`src/rtl/psx_ddr_bridge_gen.sv`:
```
// PSX GPU memory client to Avalon-MM bridge.
// Turns one 32-byte-block client request into Avalon read/write traffic,
// either as a single burst command or as a sequence of single-beat commands.
// Only one client command is in flight at a time.
// Note: burstcount is 3 bits, so a 32-byte burst on a 32-bit bus (8 beats)
// does not fit; use BURST_MODE=0 with MEM_DATA_W=32.
module psx_ddr_bridge_gen #(
  parameter int MEM_DATA_W = 64,
  parameter int BLK_ADR_W  = 15,
  parameter int BURST_MODE = 1,
  parameter int SKIP_EMPTY = 0,
  localparam int BPB       = MEM_DATA_W / 8,
  localparam int NB32      = 32 / BPB,
  localparam int LOG_NB    = $clog2(NB32),
  localparam int LOG_BPB   = $clog2(BPB),
  localparam int MEM_ADR_W = BLK_ADR_W + LOG_NB
) (
  input  logic                  i_clk,
  input  logic                  i_nRst,
  input  logic                  i_command,
  input  logic                  i_writeElseRead,
  input  logic [1:0]            i_commandSize,
  input  logic [BLK_ADR_W-1:0]  i_targetAddr,
  input  logic [2:0]            i_subAddr,
  input  logic [15:0]           i_writeMask,
  input  logic [255:0]          i_dataClient,
  output logic                  o_busyClient,
  output logic                  o_dataValidClient,
  output logic [255:0]          o_dataClient,
  output logic [MEM_ADR_W-1:0]  o_targetAddr,
  output logic [2:0]            o_burstLength,
  input  logic                  i_busyMem,
  output logic                  o_writeEnableMem,
  output logic                  o_readEnableMem,
  output logic [MEM_DATA_W-1:0] o_dataMem,
  output logic [BPB-1:0]        o_byteEnableMem,
  input  logic                  i_dataValidMem,
  input  logic [MEM_DATA_W-1:0] i_dataMem
);

  localparam logic [2:0] S_IDLE    = 3'd0;
  localparam logic [2:0] S_RD_REQ  = 3'd1;
  localparam logic [2:0] S_RD_WAIT = 3'd2;
  localparam logic [2:0] S_WR_BEAT = 3'd3;
  localparam logic [2:0] S_RD_DONE = 3'd4;

  localparam int  N8          = (BPB >= 8) ? 1 : (8 / BPB);
  localparam bit  SKIP_ACTIVE = (SKIP_EMPTY != 0) && (BURST_MODE == 0);

  logic [2:0]            r_state;
  logic [3:0]            r_n, r_k, r_rcv;
  logic [4:0]            r_off;
  logic                  r_is4, r_is8;
  logic [MEM_ADR_W-1:0]  r_base;
  logic [255:0]          r_wdata, r_rdBuf;
  logic [31:0]           r_wbe;
  logic                  r_busy, r_valid, r_wr, r_rd;
  logic [255:0]          r_dataClient;
  logic [MEM_ADR_W-1:0]  r_addr;
  logic [2:0]            r_burst;
  logic [MEM_DATA_W-1:0] r_dmem;
  logic [BPB-1:0]        r_be;

  logic [4:0]            w_baddr, w_off;
  logic [3:0]            w_s, w_n;
  logic                  w_is4, w_is8;
  logic [MEM_ADR_W-1:0]  w_start;
  logic [31:0]           w_beFull, w_latBe;
  logic [255:0]          w_latData, w_rdAsm, w_rdShift, w_rdResult;
  logic [4:0]            w_first, w_next;

  // First beat index >= from and < n that should be issued; bit 4 = found.
  function automatic logic [4:0] next_beat(input logic [31:0] be, input logic [3:0] from,
                                           input logic [3:0] n);
    logic [4:0] res;
    res = 5'd0;
    for (int j = NB32 - 1; j >= 0; j--) begin
      if ((4'(j) >= from) && (4'(j) < n) && (!SKIP_ACTIVE || (be[j*BPB +: BPB] != '0)))
        res = {1'b1, 4'(j)};
    end
    return res;
  endfunction

  // Select the write data of beat k from the 32-byte staging buffer.
  function automatic logic [MEM_DATA_W-1:0] beat_data(input logic [255:0] d, input logic [3:0] k);
    logic [MEM_DATA_W-1:0] res;
    res = '0;
    for (int j = 0; j < NB32; j++) begin
      if (4'(j) == k) res = d[j*MEM_DATA_W +: MEM_DATA_W];
    end
    return res;
  endfunction

  // Select the byte enables of beat k from the 32-bit byte-enable vector.
  function automatic logic [BPB-1:0] beat_be(input logic [31:0] be, input logic [3:0] k);
    logic [BPB-1:0] res;
    res = '0;
    for (int j = 0; j < NB32; j++) begin
      if (4'(j) == k) res = be[j*BPB +: BPB];
    end
    return res;
  endfunction

  // Request decode, write lane placement and read assembly/extraction.
  always_comb begin
    w_baddr  = {i_subAddr, 2'b00};
    w_s      = 4'(w_baddr >> LOG_BPB);
    w_off    = w_baddr & 5'(BPB - 1);
    w_is4    = (i_commandSize == 2'd2);
    w_is8    = (i_commandSize == 2'd0);
    w_n      = w_is4 ? 4'd1 : (w_is8 ? 4'(N8) : 4'(NB32));
    w_start  = (MEM_ADR_W'(i_targetAddr) << LOG_NB) + MEM_ADR_W'(w_s);
    w_beFull = 32'd0;
    for (int b = 0; b < 32; b++) w_beFull[b] = i_writeMask[b/2];
    w_latBe  = (w_is4 || w_is8)
             ? ((w_beFull & (w_is4 ? 32'h0000_000F : 32'h0000_00FF)) << w_off)
             : w_beFull;
    w_latData = w_is4 ? ({224'd0, i_dataClient[31:0]} << {w_off, 3'b000})
              : (w_is8 ? ({192'd0, i_dataClient[63:0]} << {w_off, 3'b000}) : i_dataClient);
    w_first  = next_beat(w_latBe, 4'd0, w_n);
    w_next   = next_beat(r_wbe, r_k + 4'd1, r_n);
    w_rdAsm  = r_rdBuf;
    for (int j = 0; j < NB32; j++) begin
      if (4'(j) == r_rcv) w_rdAsm[j*MEM_DATA_W +: MEM_DATA_W] = i_dataMem;
    end
    w_rdShift  = w_rdAsm >> {r_off, 3'b000};
    w_rdResult = r_is4 ? {224'd0, w_rdShift[31:0]}
               : (r_is8 ? {192'd0, w_rdShift[63:0]} : w_rdAsm);
  end

  // Main control FSM with registered client and Avalon outputs.
  always_ff @(posedge i_clk) begin
    if (!i_nRst) begin
      r_state <= S_IDLE;  r_n <= 4'd0;   r_k <= 4'd0;    r_rcv <= 4'd0;
      r_off <= 5'd0;      r_is4 <= 1'b0; r_is8 <= 1'b0;  r_base <= '0;
      r_wdata <= 256'd0;  r_rdBuf <= 256'd0;  r_wbe <= 32'd0;
      r_busy <= 1'b0;     r_valid <= 1'b0;    r_wr <= 1'b0;  r_rd <= 1'b0;
      r_dataClient <= 256'd0;  r_addr <= '0;  r_burst <= 3'd0;
      r_dmem <= '0;       r_be <= '0;
    end else begin
      r_valid <= 1'b0;
      case (r_state)
        S_IDLE: begin
          if (i_command) begin
            r_busy <= 1'b1;  r_n <= w_n;  r_rcv <= 4'd0;  r_off <= w_off;
            r_is4 <= w_is4;  r_is8 <= w_is8;  r_base <= w_start;
            r_wdata <= w_latData;  r_wbe <= w_latBe;  r_rdBuf <= 256'd0;
            r_burst <= (BURST_MODE != 0) ? 3'(w_n) : 3'd1;
            if (!i_writeElseRead) begin
              r_state <= S_RD_REQ;
              r_rd    <= 1'b1;
              r_k     <= 4'd0;
              r_addr  <= w_start;
            end else begin
              r_state <= S_WR_BEAT;
              r_wr    <= w_first[4];
              r_k     <= w_first[3:0];
              r_addr  <= (BURST_MODE != 0) ? w_start : (w_start + MEM_ADR_W'(w_first[3:0]));
              r_dmem  <= beat_data(w_latData, w_first[3:0]);
              r_be    <= beat_be(w_latBe, w_first[3:0]);
            end
          end
        end
        S_RD_REQ, S_RD_WAIT: begin
          if (i_dataValidMem) begin
            r_rdBuf <= w_rdAsm;
            r_rcv   <= r_rcv + 4'd1;
          end
          if (i_dataValidMem && ((r_rcv + 4'd1) == r_n)) begin
            r_state      <= S_RD_DONE;
            r_rd         <= 1'b0;
            r_valid      <= 1'b1;
            r_dataClient <= w_rdResult;
          end else if ((r_state == S_RD_REQ) && !i_busyMem) begin
            if ((BURST_MODE != 0) || ((r_k + 4'd1) == r_n)) begin
              r_state <= S_RD_WAIT;
              r_rd    <= 1'b0;
            end else begin
              r_k    <= r_k + 4'd1;
              r_addr <= r_base + MEM_ADR_W'(r_k + 4'd1);
            end
          end
        end
        S_RD_DONE: begin
          r_state <= S_IDLE;
          r_busy  <= 1'b0;
        end
        S_WR_BEAT: begin
          if (!r_wr) begin
            r_state <= S_IDLE;
            r_busy  <= 1'b0;
          end else if (!i_busyMem) begin
            if (w_next[4]) begin
              r_k    <= w_next[3:0];
              r_dmem <= beat_data(r_wdata, w_next[3:0]);
              r_be   <= beat_be(r_wbe, w_next[3:0]);
              if (BURST_MODE == 0) r_addr <= r_base + MEM_ADR_W'(w_next[3:0]);
            end else begin
              r_wr    <= 1'b0;
              r_state <= S_IDLE;
              r_busy  <= 1'b0;
            end
          end
        end
        default: begin
          r_state <= S_IDLE;
          r_busy  <= 1'b0;
          r_wr    <= 1'b0;
          r_rd    <= 1'b0;
        end
      endcase
    end
  end

  assign o_busyClient      = r_busy;
  assign o_dataValidClient = r_valid;
  assign o_dataClient      = r_dataClient;
  assign o_targetAddr      = r_addr;
  assign o_burstLength     = r_burst;
  assign o_writeEnableMem  = r_wr;
  assign o_readEnableMem   = r_rd;
  assign o_dataMem         = r_dmem;
  assign o_byteEnableMem   = r_be;

endmodule

```
`config.mk`:
```
export PLATFORM = sky130hd
export DESIGN_NAME = psx_ddr_bridge_gen
export DESIGN_NICKNAME = d
export VERILOG_FILES = /design/src/rtl/psx_ddr_bridge_gen.sv
export SDC_FILE = /design/constraint.sdc
export NUM_CORES = 2
export LEC_CHECK = 0
export CORE_AREA = 2 2 354 321
export DETAILED_ROUTE_END_ITERATION = 10
export DIE_AREA = 0 0 356 323
export PLACE_DENSITY = 0.54
export SYNTH_ARGS = -nofsm -noshare
export SYNTH_HDL_FRONTEND = slang
export SYNTH_SLANG_ARGS = --single-unit
```
`constraint.sdc`:
```
create_clock -name i_clk -period 2.52 [get_ports i_clk]
set_clock_uncertainty 0.15 [all_clocks]
set_input_delay 0.504 -clock i_clk [delete_from_list [all_inputs] [get_ports i_clk]]
set_output_delay 0.504 -clock i_clk [all_outputs]
set_load 0.02 [all_outputs]
```
; ---- Word level (Yosys, flattened, before mapping)
; Cells that the tools add are included.
[word_totals]
ff_bits = 914
input_bits = 362
out_inout_bits = 352
wordCells = 180
[classes]
add_sub_neg = 3
n_lt_le_gt_ge = 12
n_eq_ne = 25
shifts = 4
mux = 85
n_bitwise = 4
n_reduce_logical = 28
[ops]
columns = operator, count
row1 = 256-bit 2-to-1 mux, 6
row2 = 64-bit 2-to-1 mux, 17
row3 = 256-bit case mux with 2 select lines, 1
row4 = 32-bit by 6-bit left shift with 256-bit output, 1
row5 = 64-bit by 6-bit left shift with 256-bit output, 1
row6 = 256-bit by 6-bit >> shifter with 64-bit output, 1
row7 = 64-bit case mux with 2 select lines, 1
row8 = 8-bit 2-to-1 mux, 14
row9 = 5-bit 2-to-1 mux, 8
row10 = 32-bit by 8-bit bitwise AND with 32-bit output, 1
row11 = 32-bit 2-to-1 mux, 1
row12 = 32-bit by 3-bit left shift with 32-bit output, 1
row13 = 4-bit 2-to-1 mux, 7
row14 = 2-bit by 4-bit == test with 1-bit output (first input constant), 6
row15 = 3-bit 2-to-1 mux, 8
row16 = 17-bit by 2-bit adder with 17-bit output, 1
row17 = 4-bit case mux with 2 select lines, 2
row18 = 8-bit case mux with 2 select lines, 1
row19 = 1-bit 2-to-1 mux, 14
row20 = 2-bit != test (second input constant), 7
row21 = 1-bit by 4-bit == test with 1-bit output (first input constant), 3
row22 = 4-bit logical NOT, 3
row23 = 4-bit AND reduction, 3
row24 = 3-bit != test (second input constant), 3
row25 = 28 further kinds, 50

; ---- Depth between registers and ports, before layout
[logic_depth]
word_depth = 16
mapped_depth = 9

; ---- Worst setup path before layout
; Ideal clock, no wire load.
[synth_path]
path_type = reg-to-reg
from = register r_rcv[0]
to = register r_dataClient[56], in the netlist o_dataClient[56]
arrival_ps = 2003
t_required_ps = 2253
path_slack_ps = 249
stages_incl_launch_ff = 8
synth_period_minus_slack_ps = 2271
cell_sequence = dfxtp_1 > ha_1 > nor3b_2 > buf_2 > buf_2 > mux2_2 > or2_2 > a32o_1
[synth_via]
elab_chain_len = 5
word_cells_on_any_way = 15
classes_between = add/sub (1) / eq/ne (4) / shift (1) / mux (6) / reduce/logical (3)
[synth_lines]
columns = element, line
row1 = start: declaration, 51  ; logic [3:0] r_n, r_k, r_rcv;
row2 = start signal: assignment, 167  ; r_rcv <= r_rcv + 4'd1;
row3 = 1-bit by 4-bit == test with 1-bit output (tied with other cells), 124  ; if (4'(j) == r_rcv) w_rdAsm[j*MEM_DATA_W +: MEM_DATA_W] = i_dataMem;
row4 = 64-bit 2-to-1 mux, 124
row5 = 256-bit by 6-bit >> shifter with 64-bit output, 126  ; w_rdShift = w_rdAsm >> {r_off, 3'b000};
row6 = 256-bit 2-to-1 mux, 128  ; : (r_is8 ? {192'd0, w_rdShift[63:0]} : w_rdAsm);
row7 = 256-bit 2-to-1 mux, 127  ; w_rdResult = r_is4 ? {224'd0, w_rdShift[31:0]}
row8 = end signal: assignment, 173  ; r_dataClient <= w_rdResult;
row9 = end: declaration, 58  ; logic [255:0] r_dataClient;
; Parallel ways exist; a longest one is shown, timed or not.
; A chain may end at the register's enable or synchronous reset.

; ---- Worst setup path after layout
[layout_path]
from = register r_dataClient[82], in the netlist o_dataClient[82]
to = output o_dataClient[82]
[layout_lines]
columns = element, line
row1 = end: declaration, 29  ; output logic [255:0] o_dataClient,
; No word-level cell between the ends.

==> flow_metrics.tcl <==
set metrics [dict create \
    switchingPower_mw 14.2 \
    final_antenna_net_count 0 \
    wl_per_cell_um 24.6 \
    first_pass_iters 9 \
    synth-seq-area-share_pct 45.8 \
    yosys.area_share.xor_xnor_pct 0.0677 \
    cts_buffers 98 \
    drc 0 \
    cp-end-kind "output port" \
    core_area_sq_mm 0.112 \
    sequentialPowerShare_pct 37.1 \
    yosys_warnings 0 \
    yosys.area.top_type "dfxtp_1" \
    synth.area.top_cells "dfxtp_1 (46%), mux2i_1 (7.2%), a21oi_1 (6.3%), a22o_1 (5.5%), nand2_1 (4.3%)" \
    dominantRegCellSynth "dfxtp_1" \
    m1WireLength_um 67000 \
    grt_max_degree 230 \
    critPathMaxFanout 2 \
    seq_area_sq_mm 0.0178 \
    ys_top_cells_by_count "dfxtp_1 (887), a21oi_1 (490), nand2_1 (444)" \
    gr-total-overflow 0 \
    final_design_area_no_fill_sq_mm 0.0521 \
    grt_pass1_vias 33816 \
    dpl_cell_area_sq_mm 0.0487 \
    final_util_pct 46.6 \
    port_buffers 712 \
    synth_edf_count 0 \
    p_leak_nw 18.6 \
    die_h_um 323 \
    yosys.area_share.simple_pct 14.1 \
    combPwrFrac_pct 27.8 \
    ys_ff_latch 887 \
    total_power_mw 42.5 \
    maxCapViolCount 0 \
    tns_ns 0 \
    p_int_mw 28.3 \
    dp.cells 6222 \
    antenna_found_initial 21 \
    routed-wl-met2_um 73700 \
    synth.most_common_cell "dfxtp_1" \
    min-delay-start "i_commandSize[0]" \
    cts_root_buf "clkbuf_16" \
    h-tree-depth 3 \
    dieArea_sq_mm 0.115 \
    die-width_um 356 \
    timing.rr.start "r_rcv[3]" \
    start_util_pct 34.7 \
    start_kind "flop" \
    nFillCells 10834 \
    wirelength_um 158000 \
    outcome "completed" \
    vias 36189 \
    dpl_worst_slack_ns -0.126 \
    rows 117 \
    path_depth 1 \
    syn_area_per_cell_sq_um 9.13 \
    cp_slowest_cell "clkdlybuf4s50_1" \
    clkTransAtPathRegs_ns 0.06 \
    stdcell_count 6415 \
    reg2reg_setup_slack_ns 0.05 \
    finalSetupViolCount 0 \
    cts_buffer_depth 3 \
    grtUsageTotal_pct 26.0 \
    whs_path_depth 4 \
    dp.final_hpwl_um 111000 \
    top_layer_used "met5" \
    hold_slack_ns 0.150 \
    report.final.slew_viol_count 0 \
    drt_iter0_drc 3630 \
    ios 714 \
    r2r-end "o_dataClient[214]" \
    fin_nets 5203 \
    critPathTopFamily "buffers and inverters" \
    cp.required_ns 1.87 \
    path_buf_inv 1 \
    power_density_mw_per_mm2 817 \
    crit_chain "clkdlybuf4s50_1" \
    synth_nets 4614 \
    cts_tree "built" \
    cp_data_arrival_time_ns 1.83 \
    viasPerCell 5.64 \
    period_minus_slack_ns 2.48 \
    insertion_delay_ns 0.69 \
    rr_worst_depth 6 \
    synthMuxAreaShare_pct 11.3 \
    cts.sinks 887 \
    grt_pass1_wl_um 228000 \
    async_flop_share_pct 0 \
    period_share_pct 98.6 \
    synth_top_area_share_pct 45.8 \
    hold_violations 0 \
    synth.distinct_cells 72 \
    crit_type "reg2out" \
    area_growth_pct 34.3 \
    synth_area_sq_mm 0.0388 \
    hold_path.class "in2reg" \
    relSlewSlack_pct 24.8 \
    wl_met3_um 11400 \
    postSynthCellCount 4248 \
    yosys.area_share.adder_pct 0.129 \
    finalWorstSetupSlack_ns 0.0356 \
    max_freq_mhz 403 \
    rsz0062_at_grt "no" \
    synth_top_family_by_area "compound AO/OA/AOI/OAI gates" \
    holdPathEnd "r_wdata[158]" \
    synth-compound-area-share_pct 22.7 \
    vdd_drop_max_mv 0.504 \
    pwr-share-clk_pct 35.1 \
    switching_share_pct 33.4 \
    multi_input_area_sq_mm 0.0190 \
    critical_path.max_stage_delay_ns 0.81 \
    worst_pin_slew_ns 1.13 \
    place.gp.congestion 0.904 \
    drive_gt1_share_pct 11.9 \
]
how the worst max path moves through the flow:
stage | from | end
2_1_floorplan | r_rcv[0] | o_dataClient[56]
3_3_place_gp | i_subAddr[0] | o_dataMem[25]
3_5_place_dp | i_commandSize[1] | r_wdata[94]
4_1_cts | o_byteEnableMem[3] | o_byteEnableMem[3]
5_1_grt | r_rcv[3] | o_dataClient[159]
6_report | o_dataClient[82] | o_dataClient[82]
cell families (layout without fill, tap and decap cells):
family	count (synthesis)	after routing
compound gates	1323	1323
xor+xnor	3	3
fa+ha+maj	4	4
buf+inv	494	1160
flops	887	887
mux	389	389
other cells	1	15
simple gates	1147	1147
power by group through the flow:
stage	logic [mW]	registers [mW]	clock network, mW
after floorplan	6.37	16.3	0
after global placement	11.8	16.0	0
after detailed placement	11.8	16.1	0
after CTS	11.8	15.8	15.2
after global routing	12.6	15.9	15.7
final	11.8	15.8	14.9
final cells by class:
class                           count  share of cell area [%]
Antenna cell                       14                  0.0673
Clock buffer                      145                    5.53
Clock inverter                     32                   0.843
Inverter                           10                  0.0865
Multi-Input combinational cell   2867                    36.4
Sequential cell                   887                    34.1
Tap cell                         1487                    3.57
Timing Repair Buffer              973                    19.4
cells in the final DEF (no fill, tap or decap), drive strengths merged, types with 7 or more instances in the layout:
cell type	instances
diode	14
or4	149
a2bb2oi	33
a211oi	67
buf	262
nand2	445
nand4	45
o21ai	210
inv	13
a32o	45
mux2i	281
a22o	244
dfxtp	887
bufinv	7
or2	34
clkdlybuf4s50	700
a222oi	32
a21oi	490
clkbuf	145
clkinv	20
nand3	209
mux4	32
nor2	227
mux2	76
o2bb2ai	33
a22oi	65
o22ai	35
o211ai	7
a32oi	29
repair_timing:
action	4_1_cts	5_1_grt
buffers inserted	1	0
hold buffers	1	0
cloned	0	0
setup endpoints to repair	18	50
pin swaps	1	0
resized for setup	5	9
endpoints found under the hold margin	8	0
per-layer routing:
metal	track usage, %	vias to the layer above
li1	-	16888
met1	34.2	17833
met2	41.5	1228
met3	5.89	234
met4	9.70	6
met5	0	-
sequential cells by signal, summed over array words and instances (netlist names):
signal	cells
o_dataValidClient	1
r_rdBuf	256
o_dataMem	64
o_burstLength	2
o_busyClient	1
r_is8	1
o_dataClient	256
r_wbe	16
o_targetAddr	17
r_is4	1
o_byteEnableMem	4
o_readEnableMem	1
r_rcv	4
r_k	2
r_wdata	256
r_off	1
o_writeEnableMem	1
r_state	3
No activity file was read; power rests on OpenSTA's default activity.
